$ cat src/rtl/glyph_pixel_streamer.sv
// Serializes a small character buffer into a row-major 1-bit pixel stream,
// fetching each glyph row from an external bitmap ROM that answers one cycle late.
module glyph_pixel_streamer #(
  parameter int NUM_CHARS = 8,
  parameter int GAP       = 1,
  localparam int IW       = (NUM_CHARS > 1) ? $clog2(NUM_CHARS) : 1
) (
  input  logic            clk,
  input  logic            rst_l,
  input  logic            wr_en,
  input  logic [IW-1:0]   wr_addr,
  input  logic [7:0]      wr_char,
  input  logic            start,
  output logic            busy,
  output logic            done,
  output logic [7:0]      char_out,
  input  logic [0:5][5:0] bitmap_in,
  output logic            pix_valid,
  input  logic            pix_ready,
  output logic            pix_data,
  output logic [2:0]      pix_row,
  output logic [15:0]     pix_col
);

  localparam logic [IW-1:0] LAST_CHAR = IW'(NUM_CHARS - 1);
  localparam logic [15:0]   GAP_LAST  = (GAP > 0) ? 16'(GAP - 1) : 16'd0;

  typedef enum logic [2:0] {
    ST_IDLE,
    ST_FETCH,
    ST_LOAD,
    ST_EMIT,
    ST_GAP,
    ST_FIN
  } state_e;

  state_e          state_q, state_d;
  logic [7:0]      char_buf_q [NUM_CHARS];
  logic [IW-1:0]   char_idx_q, char_idx_d;
  logic [2:0]      row_idx_q, row_idx_d;
  logic [2:0]      bit_idx_q, bit_idx_d;
  logic [15:0]     gap_cnt_q, gap_cnt_d;
  logic [15:0]     pix_col_q, pix_col_d;
  logic [5:0]      row_bits_q, row_bits_d;
  logic            advance;

  // Writes land only while idle; out-of-range addresses match no slot.
  generate
    for (genvar gi = 0; gi < NUM_CHARS; gi++) begin : g_slot
      always_ff @(posedge clk) begin
        if (!rst_l) begin
          char_buf_q[gi] <= 8'h20;
        end else if (wr_en && (state_q == ST_IDLE) && (wr_addr == IW'(gi))) begin
          char_buf_q[gi] <= wr_char;
        end
      end
    end
  endgenerate

  always_comb begin
    char_out = char_buf_q[0];
    for (int i = 1; i < NUM_CHARS; i++) begin
      if (char_idx_q == IW'(i)) char_out = char_buf_q[i];
    end
  end

  assign busy      = (state_q == ST_FETCH) || (state_q == ST_LOAD) ||
                     (state_q == ST_EMIT)  || (state_q == ST_GAP);
  assign done      = (state_q == ST_FIN);
  assign pix_valid = (state_q == ST_EMIT) || (state_q == ST_GAP);
  // Bit index 0 is the leftmost pixel, i.e. the MSB of the glyph row.
  assign pix_data  = (state_q == ST_EMIT) ? row_bits_q[3'd5 - bit_idx_q] : 1'b0;
  assign pix_row   = row_idx_q;
  assign pix_col   = pix_col_q;

  always_comb begin
    state_d    = state_q;
    char_idx_d = char_idx_q;
    row_idx_d  = row_idx_q;
    bit_idx_d  = bit_idx_q;
    gap_cnt_d  = gap_cnt_q;
    pix_col_d  = pix_col_q;
    row_bits_d = row_bits_q;
    advance    = 1'b0;

    case (state_q)
      ST_IDLE: begin
        if (start) begin
          row_idx_d  = 3'd0;
          char_idx_d = '0;
          bit_idx_d  = 3'd0;
          pix_col_d  = 16'd0;
          state_d    = ST_FETCH;
        end
      end
      ST_FETCH: state_d = ST_LOAD;
      ST_LOAD: begin
        row_bits_d = bitmap_in[row_idx_q];
        bit_idx_d  = 3'd0;
        state_d    = ST_EMIT;
      end
      ST_EMIT: begin
        if (pix_ready) begin
          pix_col_d = pix_col_q + 16'd1;
          if (bit_idx_q == 3'd5) begin
            bit_idx_d = 3'd0;
            if ((GAP > 0) && (char_idx_q != LAST_CHAR)) begin
              gap_cnt_d = 16'd0;
              state_d   = ST_GAP;
            end else begin
              advance = 1'b1;
            end
          end else begin
            bit_idx_d = bit_idx_q + 3'd1;
          end
        end
      end
      ST_GAP: begin
        if (pix_ready) begin
          pix_col_d = pix_col_q + 16'd1;
          if (gap_cnt_q == GAP_LAST) advance = 1'b1;
          else                       gap_cnt_d = gap_cnt_q + 16'd1;
        end
      end
      ST_FIN:  state_d = ST_IDLE;
      default: state_d = ST_IDLE;
    endcase

    // Next character on this row, else wrap to the next row, else finish.
    if (advance) begin
      if (char_idx_q != LAST_CHAR) begin
        char_idx_d = char_idx_q + IW'(1);
        state_d    = ST_FETCH;
      end else if (row_idx_q != 3'd5) begin
        row_idx_d  = row_idx_q + 3'd1;
        char_idx_d = '0;
        pix_col_d  = 16'd0;
        state_d    = ST_FETCH;
      end else begin
        state_d = ST_FIN;
      end
    end
  end

  always_ff @(posedge clk) begin
    if (!rst_l) begin
      state_q    <= ST_IDLE;
      char_idx_q <= '0;
      row_idx_q  <= 3'd0;
      bit_idx_q  <= 3'd0;
      gap_cnt_q  <= 16'd0;
      pix_col_q  <= 16'd0;
      row_bits_q <= 6'd0;
    end else begin
      state_q    <= state_d;
      char_idx_q <= char_idx_d;
      row_idx_q  <= row_idx_d;
      bit_idx_q  <= bit_idx_d;
      gap_cnt_q  <= gap_cnt_d;
      pix_col_q  <= pix_col_d;
      row_bits_q <= row_bits_d;
    end
  end

endmodule
$ cat config.mk
export PLATFORM = sky130hd
export DESIGN_NAME = glyph_pixel_streamer
export DESIGN_NICKNAME = d
export VERILOG_FILES = /design/src/rtl/glyph_pixel_streamer.sv
export SDC_FILE = /design/constraint.sdc
export NUM_CORES = 1
export LEC_CHECK = 0
export ABC_AREA = 1
export CORE_MARGIN = 8
export CORE_UTILIZATION = 37
export DETAILED_ROUTE_END_ITERATION = 16
export DONT_BUFFER_PORTS = 1
export RECOVER_POWER = 100
export SKIP_CTS_REPAIR_TIMING = 1
export SYNTH_ARGS = -nofsm -noshare
export SYNTH_HDL_FRONTEND = slang
export SYNTH_SLANG_ARGS = --single-unit
$ cat constraint.sdc
create_clock -name clk -period 7.26 [get_ports clk]
set_clock_uncertainty 0.2 [all_clocks]
set_input_delay 2.178 -clock clk [delete_from_list [all_inputs] [get_ports clk]]
set_output_delay 2.178 -clock clk [all_outputs]
set_load 0.02 [all_outputs]
* After elaboration in Yosys (flattened, before gate mapping)
Memories as Yosys holds them, arrays and structs flattened.
Index checks and enable logic that the tools add are counted.
** Operators by class
- Magnitude comparators :: 2
- Equal/unequal tests :: 33
- Bitwise operators :: 9
- Mux-type cells :: 86
- Add/subtract/negate cells :: 6
- Reduce and logical (&&, ||, !) cells :: 22
** Operators with widths (count)
- $mux W16 :: 10
- $mux W8 :: 15
- $pmux W16 S2 :: 2
- $mux W3 :: 20
- $eq A3 B3 Y1 const B :: 11
- $add A16 B1 Y16 const B :: 2
- $mux W1 :: 32
- $bmux W6 S3 :: 1
- $eq A3 B2 Y1 const B :: 6
- $logic_not A16 Y1 :: 1
- $pmux W3 S5 :: 1
- $mux W6 :: 2
- $ne A3 B3 Y1 const B :: 4
- $ne A2 B2 Y1 const B :: 5
- $add A3 B1 Y3 const B :: 3
- $eq A3 B1 Y1 const B :: 3
- $logic_and A1 B1 Y1 :: 9
- $pmux W3 S3 :: 1
- $or A1 B1 Y1 :: 8
- $logic_not A3 Y1 :: 2
- $ne A3 B2 Y1 const B :: 2
- $reduce_and A6 Y1 :: 1
- $reduce_and A5 Y1 :: 1
- $ge A4 B4 Y1 const B :: 1
- 11 further kinds :: 15
** Storage, ports and cells
- Output and inout bits :: 31
- Input bits :: 52
- Memories kept :: 1
- Flip-flop bits (word level) :: 50
- Word-level logic and storage cells :: 166
- Bits in writable memories :: 64
** Memory list
- char_buf_q :: depth 8, width 8, rd ports 8, clocked after Yosys merged registers in 0, wr ports 8, line 38 : logic [7:0] char_buf_q [NUM_CHARS];

* Longest topological paths before layout
- Word-level depth :: 8
- Gate-level depth with buffers :: 12

* Worst setup path after synthesis
OpenSTA, ideal clock, no wires.
- Path type :: flip-flop to output port
- Start point :: register char_idx_q[2]
- End point :: output port char_out[5]
- Required time :: 4.882 ns
- Buffers on the path :: 2
- Data arrival time :: 1.709 ns
- Cell stages (with the launch flop) :: 12
- Slack :: 3.173 ns
- Path through :: dfxtp_1 inv_1 clkbuf_1 ha_1 buf_1 inv_1 o211ai_1 nand3_1 nand3_1 nand2_1 nand2_1 nand2_1
** Between the ends
- Word-level cells in the longest chain between the ends :: 8
- Elaborated cells on any way between the ends :: 14
** RTL lines
- from (decl) :: line 39 : logic [IW-1:0] char_idx_q, char_idx_d;
- from (signal assigned) :: line 156 : char_idx_q <= char_idx_d;
- $eq A3 B1 Y1 :: line 63 : if (char_idx_q == IW'(i)) char_out = char_buf_q[i];
- $mux W8 (6 in series) :: line 63
- $mux W8 * :: line 63
- to (decl) :: line 16 : output logic [7:0] char_out,
Every way passes the cells marked *; elsewhere a longest branch is shown, timed or not.

* Worst setup path in the final report
- Start point :: register char_idx_q[1]
- End point :: output port char_out[0]
The elaborated chain is that of the path after synthesis.

==> metrics.md <==
| Metric | Value |
|---|---|
| Status | finished, final reports clean |
| Synth area leaders | edfxtp_1 (30%), dfxtp_1 (16%), nand2_1 (11%), nor2_1 (9.9%), nand3_1 (6.1%) |
| Drt wl/cell | 16.4 um |
| Total grt overflow | 0 |
| Cells after Synth | 867 |
| Fin crit period | 4850 ps |
| Global-route wire length before repair | 29100 um |
| CP Launch Type | register |
| Worst Path Required | 4880 ps |
| Worst min-delay path class | register to register |
| Critical Path Fanout Max | 18 |
| Post-DR vias/cell | 5.22 |
| Yosys warns | 0 |
| Arrival @ worst endpoint | 2470 ps |
| Crit Path Class | register to output pin |
| DR iter-0 viols | 449 |
| Crit-path cells | inv_1, ha_1, nand2_1, nand2_1, nand3_1, o211ai_1, nand3_1, nand3_1, nand2_1, nand2_1, nand2_1 |
| GPL Wtd Cong | 0.985 |
| Die H | 148 um |
| I/O Buffers | 0 |
| Max VDD drop | 231 uV |
| Area growth syn-to-layout | 11.0% |
| GRT Util Overall | 0.169 |
| Sum of negative setup slack | 0 ps |
| Pin count of the biggest net entering global routing | 26 |
| Number of nets in the layout | 928 |
| ANT nets after route | 0 |
| Core area | 17200 um2 |
| Initial Util | 0.375 |
| Vias in the first global route | 5343 |
| Detailed Routing Iterations Pass 1 | 5 |
| Clock Path Buffers | 2 |
| Via count | 5743 |
| Worst path most repeated cell | nand2_1 |
| Number of CTS-inserted buffers | 17 |
| Largest area contributor in the netlist | edfxtp_1 |
| Max stage delay on crit path | 540 ps |
| Row cnt | 48 |
| Hold slack | 295 ps |
| ANT cells | 0 |
| Worst slew pin tran | 1190 ps |
| Synth cell types | 36 |
| Post-Syn Area | 6430 um2 |
| Routed WL | 18100 um |
| Most common cell after layout, fill and taps aside | nand2_1 |
| RSZ-0062 raised after global routing | false |
| Detail Placement HPWL | 13100 um |
| Top cell type's share of synthesized area | 0.299 |
| Die X-Extent | 148 um |
| Setup violations, final | 0 |
| CP top delay family | simple AND/OR/NAND/NOR gates |
| Synthesized flop and latch total | 114 |
| Pins Over Slew Limit | 0 |
| # H-tree levels | 4 |
| Buf+Inv Stages, Crit Path | 1 |
| CTS root buf | clkbuf_16 |
| Max Fclk | 206 MHz |
| CTS tree | built |
| Final Hold Fails | 0 |
| Register area share after synthesis | 0.454 |
| Design Power | 1.98 mW |
| Slew margin rel. | 0.195 |
| Worst-skew pair later-pin latency | 430 ps |
| Pwr per Cell Area | 277 nW/um2 |
| Syn Area/Cell | 7.42 um2 |
| Most frequent cells in the layout | nand2_1 (185), nor2_1 (170), inv_1 (87), nand3_1 (81), edfxtp_1 (64) |
| CTS sink cnt | 114 |
| Period utilization | 0.668 |
| I/O Pins | 83 |
| # DRC | 0 |
| Max Cap Viol | 0 |
| P_leak | 2.84 nW |
| Area of the die | 21900 um2 |
| Slowest cell on the critical path | ha_1 |
| Clock transition at the registers of the reported paths | 60 ps |
| Kind of end point of the critical path | output pin |
| FILL cells | 1822 |
| Syn Nets | 932 |
| Share of layout cells above drive strength 1 | 0.0559 |
| Initial antenna violation count | 0 |
## worst register-to-register path, cell delays in order, from the launching register on
cell	delay (ps)
dfxtp_1	340
inv_1	190
nand3_4	130
nand2_1	540
nand2_1	250
inv_1	170
nand3_1	300
clkinvlp_2	300
nand3_1	170
nand2_1	470
nor2_1	110
## power breakdown
group / switching (mW) / internal (mW)
combinational: 0.273 / 0.0880
clock: 0.333 / 0.514
sequential: 0.0375 / 0.733
## synthesized netlist by cell type
cell and count:
a211oi_1 3, a21oi_1 37, a22oi_1 2, a31oi_1 9, buf_1 2, buf_2 5, buf_4 3, buf_6 2
clkbuf_1 15, clkinv_1 1, dfxtp_1 50, edfxtp_1 64, ha_1 13, inv_1 85, inv_2 3, inv_4 2
nand2_1 181, nand2_2 1, nand2_4 3, nand3_1 79, nand3_2 2, nand3_4 3, nand4_1 12, nor2_1 169
nor2_4 1, nor3_1 25, o211a_1 1, o211ai_1 8, o21a_1 6, o21ai_0 56, o21ai_1 2, o221ai_1 1
o22ai_1 7, or2_2 10, xnor2_1 2, xor2_1 2
## flip-flops by register name (all words and copies together), names as in the netlist
name and cells:
bit_idx_q 3, char_buf_q 64, char_idx_q 3, gap_cnt_q 16, pix_col 16, pix_row 3
row_bits_q 6, state_q 3
## final timing paths
| path | start | end | slack, ps | depth (start not counted) |
|---|---|---|---|---|
| worst max-delay path | char_idx_q[1] | char_out[0] | 2410 | 11 |
| worst max register to register | state_q[0] | pix_col[1] | 3960 | 10 |
| worst min-delay path | char_idx_q[0] | char_idx_q[0] | 290 | 1 |
| worst min register to register | char_idx_q[0] | char_idx_q[0] | 290 | 1 |
## cell families after synthesis
logic type,synth area share
simple gates,0.326
buf+inv,0.0747
xor+xnor,0.00545
fa+ha+maj,0.0253
flops,0.454
compound gates,0.115
## metrics by stage
step                      area (um2)  setup WS [ps]  instances   util
after floorplan                 6430           3170        867      -
after global placement          6610           2940       1069  0.385
after detailed placement        6610           2880       1069  0.385
after CTS                       7210           2420       1101  0.420
after global routing            7140           2160       1101  0.416
final                           7140           2410       1101  0.416
## area by class of cell
type	count	area, um2	share of cell area
Clock inverter	15	171	0.0240
Tap cell	225	282	0.0394
Timing Repair Buffer	4	22.5	0.00315
Inverter	91	344	0.0482
Multi-Input combinational cell	635	2970	0.416
Sequential cell	114	2920	0.409
Clock buffer	17	425	0.0596
## metal layers
layer / track usage / routed length, um
met3: 0.0529 / 1410
met5: 0 / 0
met4: 0.0479 / 243
met2: 0.260 / 8070
met1: 0.225 / 8380
Note: power is estimated with default switching activity, not from simulation.
